File: config.mk
export PLATFORM = sky130hd
export DESIGN_NAME = trapez_peak_sampler
export DESIGN_NICKNAME = d
export VERILOG_FILES = /design/src/rtl/trapez_peak_sampler_pkg.sv /design/src/rtl/trapez_flat_avg.sv /design/src/rtl/trapez_peak_sampler.sv
export SDC_FILE = /design/constraint.sdc
export NUM_CORES = 1
export LEC_CHECK = 0
export BUFFER_PORTS_ARGS = -buffer_cell sky130_fd_sc_hd__buf_2
export CORE_ASPECT_RATIO = 0.8
export CORE_MARGIN = 3
export CORE_UTILIZATION = 40
export DETAILED_ROUTE_END_ITERATION = 8
export MAX_ROUTING_LAYER = met4
export PLACE_DENSITY = 0.64
export SETUP_SLACK_MARGIN = 0.2
export SLEW_MARGIN = 25
export SYNTH_ARGS = -nofsm -noshare
export SYNTH_HDL_FRONTEND = slang
export SYNTH_HIERARCHICAL = 1
export SYNTH_SLANG_ARGS = --single-unit
File: constraint.sdc
create_clock -name clk -period 2.9 [get_ports clk]
set_clock_uncertainty 0.15 [all_clocks]
set_input_delay 0.435 -clock clk [delete_from_list [all_inputs] [get_ports clk]]
set_output_delay 0.435 -clock clk [all_outputs]
set_load 0.1 [all_outputs]
File: src/rtl/trapez_peak_sampler_pkg.sv
// trapez_peak_sampler_pkg
//   Shared settings for the trapezoidal shaper back end. It holds the data and
//   constant widths, the peak sampler state encoding, and a helper that clamps
//   the rise length. A zero rise length would otherwise make the rise phase
//   end before it starts.
package trapez_peak_sampler_pkg;

  localparam int SIZE_SHAPER_DATA     = 16;
  localparam int SIZE_SHAPER_CONSTANT = 8;
  localparam int SIZE_SHAPER_ENERGY   = SIZE_SHAPER_DATA;

  typedef enum logic [2:0] {
    IDLE,
    RISE,
    FLAT,
    FALL
  } peak_state_t;

  // The rise phase has to last at least one cycle, so a programmed length of
  // zero is treated as one.
  function automatic logic [SIZE_SHAPER_CONSTANT-1:0] kEffective(
    input logic [SIZE_SHAPER_CONSTANT-1:0] k
  );
    return (k == '0) ? SIZE_SHAPER_CONSTANT'(1) : k;
  endfunction

endpackage

File: src/rtl/trapez_flat_avg.sv
// trapez_flat_avg
//   Flat-top averager. It clears, accumulates signed samples, and presents the
//   accumulator divided by 2^AVG_LOG2 through an arithmetic shift.
// Ports
//   clk       in   system clock, rising edge
//   rst_ni    in   asynchronous active-low reset
//   clear_i   in   zero the accumulator (takes priority over accum_i)
//   accum_i   in   add sample_i into the accumulator this cycle
//   sample_i  in   signed sample, SIZE_SHAPER_DATA bits
//   avg_o     out  accumulator >>> AVG_LOG2, low SIZE_SHAPER_DATA bits
module trapez_flat_avg
  import trapez_peak_sampler_pkg::*;
#(
  parameter int AVG_LOG2 = 2
) (
  input  logic                        clk,
  input  logic                        rst_ni,
  input  logic                        clear_i,
  input  logic                        accum_i,
  input  logic [SIZE_SHAPER_DATA-1:0] sample_i,
  output logic [SIZE_SHAPER_DATA-1:0] avg_o
);

  // The extra AVG_LOG2 bits hold the sum of 2^AVG_LOG2 full-scale samples
  // without overflow.
  localparam int ACC_W = SIZE_SHAPER_DATA + AVG_LOG2;

  logic signed [ACC_W-1:0] acc_q;
  logic signed [ACC_W-1:0] acc_d;
  logic signed [ACC_W-1:0] sampleExt;

  // Next-state accumulator. Clearing at pulse start wins over accumulation.
  always_comb begin
    sampleExt = ACC_W'($signed(sample_i));
    acc_d     = acc_q;
    if (clear_i) begin
      acc_d = '0;
    end else if (accum_i) begin
      acc_d = acc_q + sampleExt;
    end
  end

  // Accumulator register.
  always_ff @(posedge clk or negedge rst_ni) begin
    if (!rst_ni) begin
      acc_q <= '0;
    end else begin
      acc_q <= acc_d;
    end
  end

  // Arithmetic shift keeps the sign, so negative pulses average correctly.
  assign avg_o = SIZE_SHAPER_DATA'(acc_q >>> AVG_LOG2);

endmodule

File: src/rtl/trapez_peak_sampler.sv
// trapez_peak_sampler
//   Downstream stage of the trapezoidal shaper. A pulse is detected when the
//   shaped stream crosses the threshold. The block skips the rise and the
//   flat-top offset, then averages 2^AVG_LOG2 flat-top samples. When the
//   signal falls back to or below the threshold, it delivers one energy word
//   per pulse through a valid/ready result slot.
//   - Triggers seen during a pulse mark that pulse as piled up.
//   - A pulse that stays above threshold for too long is aborted.
// Ports
//   clk, reset                  clock; asynchronous active-low reset
//   enable                      block enable, low aborts the current pulse
//   shaped_data, threshold      signed shaped stream and detection level
//   trig                        upstream discriminator pulse
//   k_trapez, l_trapez          rise and flat-top lengths in cycles
//   flat_offset                 cycles after the rise before averaging starts
//   reject_pileup               drop piled-up results instead of flagging them
//   energy, energy_pileup       result word and pile-up flag
//   energy_valid, energy_ready  result slot handshake
//   cfg_err                     sticky: averaging window exceeds flat top
//   lost_cnt, pileup_cnt,       saturating event counters
//   timeout_cnt
module trapez_peak_sampler
  import trapez_peak_sampler_pkg::*;
#(
  parameter int AVG_LOG2 = 2,
  parameter int TIMEOUT  = 4096,
  parameter int CNT_W    = 16
) (
  input  logic                            clk,
  input  logic                            reset,
  input  logic                            enable,
  input  logic [SIZE_SHAPER_DATA-1:0]     shaped_data,
  input  logic                            trig,
  input  logic [SIZE_SHAPER_DATA-1:0]     threshold,
  input  logic [SIZE_SHAPER_CONSTANT-1:0] k_trapez,
  input  logic [SIZE_SHAPER_CONSTANT-1:0] l_trapez,
  input  logic [SIZE_SHAPER_CONSTANT-1:0] flat_offset,
  input  logic                            reject_pileup,
  output logic [SIZE_SHAPER_ENERGY-1:0]   energy,
  output logic                            energy_pileup,
  output logic                            energy_valid,
  input  logic                            energy_ready,
  output logic                            cfg_err,
  output logic [CNT_W-1:0]                lost_cnt,
  output logic [CNT_W-1:0]                pileup_cnt,
  output logic [CNT_W-1:0]                timeout_cnt
);

  localparam int N  = 1 << AVG_LOG2;
  localparam int CW = SIZE_SHAPER_CONSTANT + 1;
  localparam int TW = $clog2(TIMEOUT + 1);

  peak_state_t                     state_q;
  logic [CW-1:0]                   cnt_q;
  logic [TW-1:0]                   tmo_q;
  logic                            pileup_q;
  logic [SIZE_SHAPER_ENERGY-1:0]   energy_q;
  logic                            energyPileup_q;
  logic                            energyValid_q;
  logic                            cfgErr_q;
  logic [CNT_W-1:0]                lost_q;
  logic [CNT_W-1:0]                pileupCnt_q;
  logic [CNT_W-1:0]                timeoutCnt_q;

  logic                            above;
  logic [CW-1:0]                   riseLast;
  logic                            cfgBad;
  logic                            startPulse;
  logic                            consumed;
  logic                            pileupNow;
  logic [SIZE_SHAPER_DATA-1:0]     avg;

  function automatic logic [CNT_W-1:0] satInc(input logic [CNT_W-1:0] v);
    return (&v) ? v : v + 1'b1;
  endfunction

  // Pulse detection and phase bookkeeping.
  // - The rise phase ends after k_eff + flat_offset cycles.
  // - The configuration is rejected when the averaging window would run past
  //   the end of the flat top.
  // - A trigger arriving on the delivering FALL cycle still counts as pile-up.
  always_comb begin
    above      = $signed(shaped_data) > $signed(threshold);
    riseLast   = CW'(kEffective(k_trapez)) + CW'(flat_offset) - CW'(1);
    cfgBad     = (CW'(flat_offset) + CW'(N)) > CW'(l_trapez);
    startPulse = (state_q == IDLE) && enable && above && !cfgBad;
    consumed   = energyValid_q && energy_ready;
    pileupNow  = pileup_q || trig;
  end

  trapez_flat_avg #(
    .AVG_LOG2 (AVG_LOG2)
  ) u_avg (
    .clk      (clk),
    .rst_ni   (reset),
    .clear_i  (startPulse),
    .accum_i  (state_q == FLAT),
    .sample_i (shaped_data),
    .avg_o    (avg)
  );

  // Main FSM with registered outputs.
  // - Precedence while a pulse is in flight: an enable drop aborts silently,
  //   then the timeout aborts and counts, then the normal phase progression.
  // - The result slot clears on a handshake, but a delivery on the same edge
  //   reloads it.
  always_ff @(posedge clk or negedge reset) begin
    if (!reset) begin
      state_q        <= IDLE;
      cnt_q          <= '0;
      tmo_q          <= '0;
      pileup_q       <= 1'b0;
      energy_q       <= '0;
      energyPileup_q <= 1'b0;
      energyValid_q  <= 1'b0;
      cfgErr_q       <= 1'b0;
      lost_q         <= '0;
      pileupCnt_q    <= '0;
      timeoutCnt_q   <= '0;
    end else begin
      if (consumed) begin
        energyValid_q <= 1'b0;
      end
      if (state_q != IDLE && trig) begin
        pileup_q <= 1'b1;
      end
      case (state_q)
        IDLE: begin
          if (enable && above) begin
            if (cfgBad) begin
              cfgErr_q <= 1'b1;
            end else begin
              state_q  <= RISE;
              cnt_q    <= '0;
              tmo_q    <= '0;
              pileup_q <= 1'b0;
            end
          end
        end
        default: begin
          if (!enable) begin
            state_q <= IDLE;
          end else if (tmo_q == TW'(TIMEOUT - 1)) begin
            state_q      <= IDLE;
            timeoutCnt_q <= satInc(timeoutCnt_q);
          end else begin
            tmo_q <= tmo_q + 1'b1;
            case (state_q)
              RISE: begin
                if (cnt_q == riseLast) begin
                  state_q <= FLAT;
                  cnt_q   <= '0;
                end else begin
                  cnt_q <= cnt_q + 1'b1;
                end
              end
              FLAT: begin
                if (cnt_q == CW'(N - 1)) begin
                  state_q <= FALL;
                  cnt_q   <= '0;
                end else begin
                  cnt_q <= cnt_q + 1'b1;
                end
              end
              FALL: begin
                if (!above) begin
                  state_q <= IDLE;
                  if (pileupNow && reject_pileup) begin
                    pileupCnt_q <= satInc(pileupCnt_q);
                  end else if (!energyValid_q || consumed) begin
                    energy_q       <= avg;
                    energyPileup_q <= pileupNow;
                    energyValid_q  <= 1'b1;
                  end else begin
                    lost_q <= satInc(lost_q);
                  end
                end
              end
              default: begin
                state_q <= IDLE;
              end
            endcase
          end
        end
      endcase
    end
  end

  assign energy        = energy_q;
  assign energy_pileup = energyPileup_q;
  assign energy_valid  = energyValid_q;
  assign cfg_err       = cfgErr_q;
  assign lost_cnt      = lost_q;
  assign pileup_cnt    = pileupCnt_q;
  assign timeout_cnt   = timeoutCnt_q;

endmodule
==> results of run 1 <==
==> cell type report <==
cell class,count,share of cell area
multi-input combinational,553,0.467
sequential,110,0.275
timing repair buffer,236,0.173
tap,225,0.0280
inverter,66,0.0264
clock buffer,9,0.0224
clock inverter,7,0.00723
antenna,3,0.000748
==> path summary, 6_finish.rpt <==
check                           slack [ns]         endpoint      startpoint
worst max-delay path                 -0.58         cnt_q[8]     k_trapez[7]
worst min-delay path                  0.14     energy_valid    energy_ready
worst max register to register        0.24  u_avg/acc_q[12]  u_avg/acc_q[0]
worst min register to register        0.32          cfg_err         cfg_err
max in group asynchronous             1.38        energy[7]           reset
min in group asynchronous             0.49    pileup_cnt[9]           reset
==> sequential cells by signal, indices dropped and copies added, names as in the netlist <==
name,cells
energy_pileup,1
tmo_q,13
pileup_cnt,16
lost_cnt,16
state_q,2
timeout_cnt,16
cfg_err,1
cnt_q,9
energy,16
energy_valid,1
u_avg/acc_q,18
pileup_q,1
==> per-layer routing <==
metal,track usage,vias to the layer above,part of all wire
li1,-,3103,-
met1,0.270,2907,0.51
met2,0.265,120,0.44
met3,0.0375,14,0.042
met4,0.0423,0,0.011
met5,-,-,0
==> what timing repair did <==
| item | 4_1_cts | 5_1_grt |
|---|---|---|
| gates resized for setup | 48 | 86 |
| buffers inserted | 12 | 8 |
| endpoints found under the hold margin | 45 | 0 |
| hold buffers | 1 | 0 |
| gates cloned | 2 | 1 |
| pin swaps | 28 | 44 |
| endpoints found under the setup margin | 78 | 80 |
==> through the flow <==
stage                     area (µm²)  total power [mW]   util
after floorplan                 7530              3.98      -
after global placement          8930              4.54  0.506
after detailed placement        8930              4.57  0.506
after CTS                       9600              6.05  0.544
after global routing           10000              6.68  0.569
final                          10000              6.28  0.569
==> power by group <==
group          switching, mW  internal, mW  leakage [nW]
sequential             0.211          1.76          1.48
clock                  0.583         0.674         0.142
combinational           1.73          1.32          3.38
==> cells in the final DEF (no fill, tap or decap), types with 6 or more instances in the layout <==
cell | netlist | final
buf_6 | 2 | 22
nor3_1 | 10 | 8
xnor2_1 | 54 | 53
clkbuf_16 | 0 | 10
mux2i_1 | 9 | 9
a21oi_1 | 23 | 21
nand4_1 | 20 | 20
inv_1 | 66 | 56
ha_4 | 0 | 11
dfrtp_2 | 0 | 10
buf_4 | 16 | 84
nor2_1 | 57 | 39
nor2b_1 | 9 | 6
ha_1 | 68 | 55
and3_1 | 19 | 18
nand2b_1 | 7 | 6
nor2_4 | 0 | 16
buf_12 | 0 | 6
inv_2 | 0 | 7
o21ai_0 | 21 | 18
a21o_1 | 7 | 7
mux2_4 | 8 | 19
a211oi_2 | 1 | 6
nand2_1 | 56 | 51
o211ai_1 | 7 | 7
and4_1 | 12 | 12
dfrtp_1 | 110 | 100
and2_1 | 6 | 6
xor2_1 | 25 | 25
buf_2 | 0 | 115
nand3_1 | 35 | 34
==> cell families after synthesis <==
| group | after synthesis |
|---|---|
| xor+xnor | 79 |
| flops | 110 |
| compound gates | 120 |
| mux | 30 |
| simple gates | 254 |
| fa+ha+maj | 70 |
| buf+inv | 94 |
==> flow_summary.toml, run 1 <==
[worst_setup_path]
critPathRequiredTime_ns = 2.99
path_depth = 16
rr_worst_depth = 10
crit_chain = "buf_6, nor4_4, a41oi_2, ha_2, inv_2, ha_4, inv_2, fa_2, xor2_1, o21ai_1, a2111oi_2, nand3_1, or4_4, nand2_8, nor2_4, a221o_1"
slowest_stage = "or4_4"
worst_setup_path_end_kind = "flip-flop"
cp_slowest_stage_delay_ns = 0.56
crit_path_start_kind = "primary input"
crit_buf_inv = 3
cp_common_cell = "inv_2"
critical_path_peak_fanout = 7
crit_type = "in -> reg"
arrival_ns = 3.57
crit_family = "simple AND/OR/NAND/NOR gates"

[route]
vias = 6144
viasPerCell = 5.08
drt_iter0_markers = 237
ant_nets = 0
wl_per_cell_um = 15.0
firstDrtPassIters = 4
drt_wl_total_um = 18200
drcViolationCount = 0

[hold_path]
hold_path_class = "in -> reg"
hold_depth = 2

[grt]
gr-usage-all-layers = 0.185
grt_first_pass_wirelength_um = 29500
grt.overflow.total = 0
antenna_found_initial = 3
grt_pass1_vias = 5994
grt_max_degree = 48

[cts]
numCtsBuffers = 9
root_buffer = "clkbuf_16"
htreeDepth = 3
cts_tree = "built"
clk_latency_ns = 0.35
clkSinkCount = 110
clock_path_buffers = 2
cts.clk_slew.worst_paths_ns = 0.07

[yosys]
synth_fa_ha_area_frac = 0.122
synth_warnings = 6
synth-seq-area-share = 0.377
async_flop_share = 1.00
synth_area_leaders = "dfrtp_1 (38%), ha_1 (12%), xnor2_1 (6.5%), inv_1 (3.4%), xor2_1 (3.0%)"
synth_top_family_by_area = "simple AND/OR/NAND/NOR gates"
muxShareOfSynthArea = 0.0488
synthXorXnorAreaFrac = 0.0947
syn_area_per_cell_um2 = 9.66
synth_top_area_share = 0.377
synth_compound_area_frac = 0.118
ys_ff_latch = 110
synthesis.nets = 889
syn_inst = 757
synth_cell_types = 71
netlist_top_cells_count = "dfrtp_1 (110), ha_1 (68), inv_1 (66)"
synth_ff_type = "dfrtp_1"
yosysTopAreaCell = "dfrtp_1"
yosys.area_share.simple = 0.182
syn_area_mm2 = 0.00731
synth_edf_count = 0
post-synth-top-count-cell = "dfrtp_1"

[floorplanning]
row_count = 43
die-area_mm2 = 0.0199
chipHeight_um = 127
floorplan.initialDensity = 0.414
die_w_um = 157
ios = 129
core_region_area_mm2 = 0.0176

[timing]
min_period_ns = 3.48
holdWs_ns = 0.136
final-setup-viol-count = 11
finalHoldViolations = 0
fmax_mhz = 288
worst_slew_margin_rel = 0.586
final.setup.tns_ns = -5.10
worstMarginPinSlew_ns = 0.619
timing.final.crit_share = 1.20
worst_slack_ns = -0.578
slew_violations = 0
rsz0062_at_grt = "true"

[cells_and_area]
nets = 1108
multi_input_comb_area_mm2 = 0.00469
syn2layout_area_growth_pct = 37.4
drive_above_1_share = 0.379
stdcell_count = 1209
ff_latch_area_mm2 = 0.00277
fillers = 1542

[place]
dp_hpwl_um = 13400
dp.cells = 1166
dp_slack_ns = -1.13
place_congestion = 0.911
portBuffers = 128

[run]
drv_cap = 0

[power]
leakage_nw = 5.00
irDropWorstVdd_uv = 283
power_density_mw_per_mm2 = 626

[outcome]
status = "finished, violations left"
violations = "setup timing"
Note: power is estimated with default switching activity, not from simulation.
==> inputs of run 2 (changes only) <==
--- a/config.mk
+++ b/config.mk
@@ -5,6 +5,7 @@
 export SDC_FILE = /design/constraint.sdc
 export NUM_CORES = 1
 export LEC_CHECK = 0
+export ABC_AREA = 1
 export BUFFER_PORTS_ARGS = -buffer_cell sky130_fd_sc_hd__buf_2
 export CORE_ASPECT_RATIO = 0.8
 export CORE_MARGIN = 3
@@ -12,6 +13,7 @@
 export DETAILED_ROUTE_END_ITERATION = 8
 export MAX_ROUTING_LAYER = met4
 export PLACE_DENSITY = 0.64
+export RECOVER_POWER = 25
 export SETUP_SLACK_MARGIN = 0.2
 export SLEW_MARGIN = 25
 export SYNTH_ARGS = -nofsm -noshare
==> run 2 against run 1 <==
Compared with the run above: the run now ends clean; worst setup slack improved by 0.73 ns; via count up 21%; total power is 2.5% higher; register-to-register slack improved by 0.31 ns; synthesized cell count is 52% higher; combinational power about the same; critical path depth rose by 3; non-clock buffer count down 79; sequential power is 6% higher; global-route usage is 0.088 points higher; sequential share of layout area up 0.48 points; largest cell class unchanged.
==> flow_summary.toml, run 2 <==
[route]
firstDrtPassIters = 5
viasPerCell = 4.75
wl_per_cell_um = 13.1
drt_wl_total_um = 20400
drt_iter0_markers = 474
ant_nets = 0
drcViolationCount = 0
vias = 7412

[timing]
fmax_mhz = 364
timing.final.crit_share = 0.946
min_period_ns = 2.74
worstMarginPinSlew_ns = 1.09
rsz0062_at_grt = "true"
final.setup.tns_ns = 0
finalHoldViolations = 0
holdWs_ns = 0.235
final-setup-viol-count = 0
worst_slew_margin_rel = 0.277
slew_violations = 0
worst_slack_ns = 0.155

[worst_setup_path]
critical_path_peak_fanout = 9
regToRegSetupSlack_ns = 0.55
reg2reg_to = "pileup_cnt[13]"
crit_type = "in -> reg"
endpoint = "cnt_q[7]"
critPathRequiredTime_ns = 2.98
cp-startpoint = "k_trapez[6]"
worst_setup_path_end_kind = "flip-flop"
rr_worst_depth = 10
r2r-start = "pileup_cnt[0]"
arrival_ns = 2.83
crit_path_start_kind = "primary input"

[yosys]
syn_area_mm2 = 0.00837
yosysTopAreaCell = "dfrtp_1"
synthesis.nets = 1280
synth-seq-area-share = 0.329
synth_ff_type = "dfrtp_1"
netlist_top_cells_count = "nand2_1 (300), inv_1 (214), dfrtp_1 (110)"
async_flop_share = 1.00
synth_cell_types = 44
post-synth-top-count-cell = "nand2_1"
synth_top_area_share = 0.329
syn_inst = 1148
ys_ff_latch = 110
syn_area_per_cell_um2 = 7.29
synth_edf_count = 0
synth_area_leaders = "dfrtp_1 (33%), nand2_1 (13%), ha_1 (10%), inv_1 (9.6%), xor2_1 (4.7%)"
synth_warnings = 6

[cts]
cts_tree = "built"
clock_path_buffers = 2
root_buffer = "clkbuf_16"
numCtsBuffers = 9
htreeDepth = 3
cts.clk_slew.worst_paths_ns = 0.08
clkSinkCount = 110
clk_latency_ns = 0.36

[place]
dp.cells = 1538
place_congestion = 0.877
portBuffers = 128
dp_slack_ns = -0.308
dp_hpwl_um = 16100

[cells_and_area]
largest_reg_flops = 18
stdcell_count = 1559
syn2layout_area_growth_pct = 17.4
mostFrequentLayoutCell = "nand2_1"
final_cell_mix = "nand2_1 (298), inv_1 (209), buf_2 (125), dfrtp_1 (110), nor2_1 (77)"
diodes = 0
nets = 1422
drive_above_1_share = 0.195
regMostFlops = "u_avg/acc_q"

[power]
finalPower_mw = 6.44
irDropWorstVdd_uv = 504
power_density_mw_per_mm2 = 655
leakage_nw = 5.35

[grt]
gr-usage-all-layers = 0.186
grt_pass1_vias = 6966
antenna_found_initial = 0
grt.overflow.total = 0
grt_first_pass_wirelength_um = 34000
grt_max_degree = 48

[floorplanning]
chipHeight_um = 135
floorplan.initialDensity = 0.414
die_w_um = 168
row_count = 46
core_region_area_mm2 = 0.0202
ios = 129
die-area_mm2 = 0.0227

[outcome]
status = "completed"

[run]
drv_cap = 0

[hold_path]
hold_path_class = "in -> reg"
[run 2: changes by cell type after synthesis, moves of 10 or more]
cell     delta
inv_1     +148
xor2_1     +20
and4_1     -12
nand3_1    +41
o21ai_0    +32
xnor2_1    -36
and3_1     -19
nand2_2    +14
mux2_2     -10
nand2_1   +244
nor2_1     +22
[run 2: what timing repair did]
item / CTS / global route
endpoints found under the setup margin: 29 / 31
buffers inserted: 2 / 1
pin swaps: 0 / 8
endpoints found under the hold margin: 38 / 0
hold buffers: 1 / 0
resized for setup: 11 / 23
cloned: 0 / 1
[run 2: power breakdown]
group / switching, mW / leakage (nW) / total (mW) / internal, mW
clock: 0.642 / 0.149 / 1.27 / 0.632
combinational: 2.20 / 3.74 / 3.08 / 0.883
sequential: 0.269 / 1.46 / 2.09 / 1.82
total: 3.11 / 5.35 / 6.44 / 3.33
[run 2: kinds of logic after synthesis]
logic type / after synthesis / synth area share
AOI/OAI and AO/OA: 104 / 0.0697
DFF: 110 / 0.329
muxes: 2 / 0.00269
xor gates and xnor gates: 63 / 0.0659
buffers and inverters: 243 / 0.121
and+or+nand+nor: 556 / 0.306
adders and majority gates: 70 / 0.106
[run 2: how the worst min path moves through the flow]
| stage | slack, ns | to | depth (start not counted) | from |
|---|---|---|---|---|
| 3_3_place_gp | 0.31 | energy[4] | 2 | energy[4] |
| 5_1_grt | 0.26 | energy_pileup | 3 | trig |
| 3_5_place_dp | 0.32 | energy_pileup | 2 | energy_pileup |
| 4_1_cts | 0.22 | energy_pileup | 3 | trig |
| 2_1_floorplan | -0.01 | cfg_err | 0 | reset |
| 6_report | 0.24 | energy_pileup | 3 | trig |
[run 2: layout make-up]
type | count | area [µm²]
clock inverters | 6 | 65.1
multi-input cells | 795 | 4730
repair buffers | 157 | 893
flip-flops and latches | 110 | 2750
clock buffers | 10 | 239
well taps | 264 | 330
inverters | 217 | 818
fillers | 2004 | 10400
[run 2: metrics by stage]
stage                     utilization  instance area, µm²
after detailed placement        0.464                9370
after CTS                       0.482                9750
after floorplan                     -                8390
final                           0.486                9820
after global routing            0.486                9820
after global placement          0.464                9370
[run 2: critical path, stage by stage]
cell	delay (ns)
buf_6	0.10
nor4_4	0.28
a41oi_2	0.14
ha_2	0.20
inv_2	0.06
ha_4	0.12
inv_2	0.03
fa_1	0.45
inv_1	0.06
nand2_1	0.04
nand2_1	0.06
nand3_1	0.09
nor2_2	0.09
nand3_1	0.09
nor3_2	0.15
nand4_1	0.13
buf_6	0.16
nand3_1	0.06
o21ai_0	0.08
[run 2: metal layers]
layer	vias up	routed length, µm	track usage
met2	119	9300	0.285
li1	3878	-	-
met5	-	0	-
met4	0	228	0.0373
met3	15	639	0.0298
met1	3400	10300	0.264
==> inputs of run 3 (changes only) <==
--- a/config.mk
+++ b/config.mk
@@ -18,5 +18,4 @@
 export SLEW_MARGIN = 25
 export SYNTH_ARGS = -nofsm -noshare
 export SYNTH_HDL_FRONTEND = slang
-export SYNTH_HIERARCHICAL = 1
 export SYNTH_SLANG_ARGS = --single-unit
==> run 3 against run 2 <==
Compared with the run above: critical endpoint is now cnt_q[2]; sequential share of layout area is 1.1 points higher; largest cell class unchanged; largest power group unchanged; final cell count is 3.7% lower; flip-flop and latch count stayed put.
==> flow_summary.toml, run 3 <==
[outcome]
status = "completed"

[grt]
antenna_found_initial = 0
grt_max_degree = 56
gr-usage-all-layers = 0.187
grt_first_pass_wirelength_um = 32900
grt.overflow.total = 0
grt_pass1_vias = 6864

[cells_and_area]
syn2layout_area_growth_pct = 17.8
fillers = 1908
fin_util = 0.490
ff_latch_area_mm2 = 0.00276
diodes = 0
largest_reg_flops = 18
drive_above_1_share = 0.161
multi_input_comb_area_mm2 = 0.00453
regMostFlops = "u_avg.acc_q"
nets = 1371
final_cell_mix = "nand2_1 (262), inv_1 (186), buf_2 (126), dfrtp_1 (108), nand3_1 (78)"
mostFrequentLayoutCell = "nand2_1"

[timing]
holdWs_ns = 0.240
worst_slew_margin_rel = 0.136
rsz0062_at_grt = "true"
worstMarginPinSlew_ns = 1.30
finalHoldViolations = 0
fmax_mhz = 357
worst_slack_ns = 0.0974
timing.final.crit_share = 0.966
slew_violations = 0
final.setup.tns_ns = 0
min_period_ns = 2.80
final-setup-viol-count = 0

[worst_setup_path]
crit_type = "in -> reg"
critPathRequiredTime_ns = 2.97
regToRegSetupSlack_ns = 0.28
cp-startpoint = "k_trapez[6]"
critical_path_peak_fanout = 4
r2r-start = "tmo_q[0]"
rr_worst_depth = 13
worst_setup_path_end_kind = "flip-flop"
reg2reg_to = "timeout_cnt[9]"
crit_path_start_kind = "primary input"
arrival_ns = 2.87

[yosys]
syn_inst = 1093
syn_area_per_cell_um2 = 7.35
synth_cell_types = 38
synth-seq-area-share = 0.343
async_flop_share = 1.00
netlist_top_cells_count = "nand2_1 (264), inv_1 (188), dfrtp_1 (110)"
synthesis.nets = 1225
synth_warnings = 0
synth_top_area_share = 0.343
synth_edf_count = 0
synth_ff_type = "dfrtp_1"
synth_area_leaders = "dfrtp_1 (34%), nand2_1 (12%), ha_1 (11%), inv_1 (8.8%), xor2_1 (6.1%)"
syn_area_mm2 = 0.00803
yosysTopAreaCell = "dfrtp_1"
ys_ff_latch = 110
post-synth-top-count-cell = "nand2_1"

[cts]
numCtsBuffers = 9
htreeDepth = 3
root_buffer = "clkbuf_16"
cts_tree = "built"
clock_path_buffers = 2
clkSinkCount = 110
clk_latency_ns = 0.35
cts.clk_slew.worst_paths_ns = 0.07

[power]
irDropWorstVdd_uv = 350
leakage_nw = 5.18
power_density_mw_per_mm2 = 597

[place]
dp_hpwl_um = 15600
portBuffers = 128
dp_slack_ns = -0.306
place_congestion = 0.885

[run]
drv_cap = 0

[route]
ant_nets = 0
drt_wl_total_um = 19600
drt_iter0_markers = 415
vias = 7247
firstDrtPassIters = 5
wl_per_cell_um = 13.0
viasPerCell = 4.82
drcViolationCount = 0

[floorplanning]
die-area_mm2 = 0.0218
chipHeight_um = 133
core_region_area_mm2 = 0.0193
ios = 129
row_count = 45
floorplan.initialDensity = 0.416
die_w_um = 164

[hold_path]
hold_path_end = "energy_valid"
min_from = "energy_ready"
hold_depth = 4
hold_path_class = "in -> reg"
run 3: cell types whose count changed in the layout (fill, tap and decap cells not counted), sizes merged, moves of 6 or more:
cell,delta
buf,-6
inv,-24
nand2,-49
nor2,-10
o21ai,+15
xor2,+11
run 3: power by group:
part | switching (mW) | total (mW) | internal (mW)
clock | 0.602 | 1.21 | 0.603
combinational | 1.69 | 2.48 | 0.789
sequential | 0.209 | 1.96 | 1.75
run 3: what timing repair did:
action | in CTS | in global routing
endpoints found under the setup margin | 11 | 32
pin swaps | 8 | 3
hold endpoints to repair | 23 | 0
cloned | 1 | 0
resized for setup | 10 | 5
hold buffers | 1 | 0
setup buffers | 0 | 1
run 3: cell type report:
type,count,share of cell area
inverter,191,0.0758
clock inverter,7,0.00701
multi-input combinational,776,0.479
timing repair buffer,151,0.0893
clock buffer,9,0.0238
tap,258,0.0341
sequential,110,0.291
run 3: per-stage QoR:
step | cells | power [mW] | instance area (µm²)
after global placement | 1483 | 4.41 | 9100
after CTS | 1501 | 5.69 | 9460
after floorplan | 1093 | 3.83 | 8060
after global routing | 1502 | 6.09 | 9460
after detailed placement | 1483 | 4.44 | 9100
final | 1502 | 5.65 | 9460
run 3: kinds of logic (layout without fill, tap and decap cells):
kind of cell | Yosys count | in the layout | share of synthesized area
simple gates | 505 | 505 | 0.278
buf+inv | 207 | 358 | 0.102
compound gates | 126 | 126 | 0.0852
flops | 110 | 110 | 0.343
xor+xnor | 75 | 75 | 0.0818
fa+ha+maj | 70 | 70 | 0.111
run 3: layer usage:
metal  share of wire  vias up  wire length (µm)  global-route usage
met1            0.51     3316              9940               0.266
met4          0.0048        0                93              0.0261
li1                -     3800                 -                   -
met5               0        -                 0                   -
met2            0.45      123              8810               0.290
met3           0.038        8               739              0.0285
run 3: how the worst max path moves through the flow:
stage	end	cells past startpoint
after global placement	cnt_q[1]	18
after detailed placement	cnt_q[6]	18
after global routing	cnt_q[8]	18
after CTS	cnt_q[6]	18
final	cnt_q[2]	18
after floorplan	cnt_q[1]	16
run 3: worst max-delay path: stages:
cell and delay [ns]:
buf_8 0.10, nor4_4 0.27, a41oi_2 0.14, ha_2 0.19, inv_2 0.06, ha_4 0.12, inv_2 0.03, fa_2 0.52
nor2_1 0.04, nor2_1 0.10, nand3_1 0.08, nor2_1 0.09, nand2_1 0.07, nor3_2 0.13, nand4_1 0.16, buf_2 0.20
nand2_1 0.07, o21ai_1 0.05
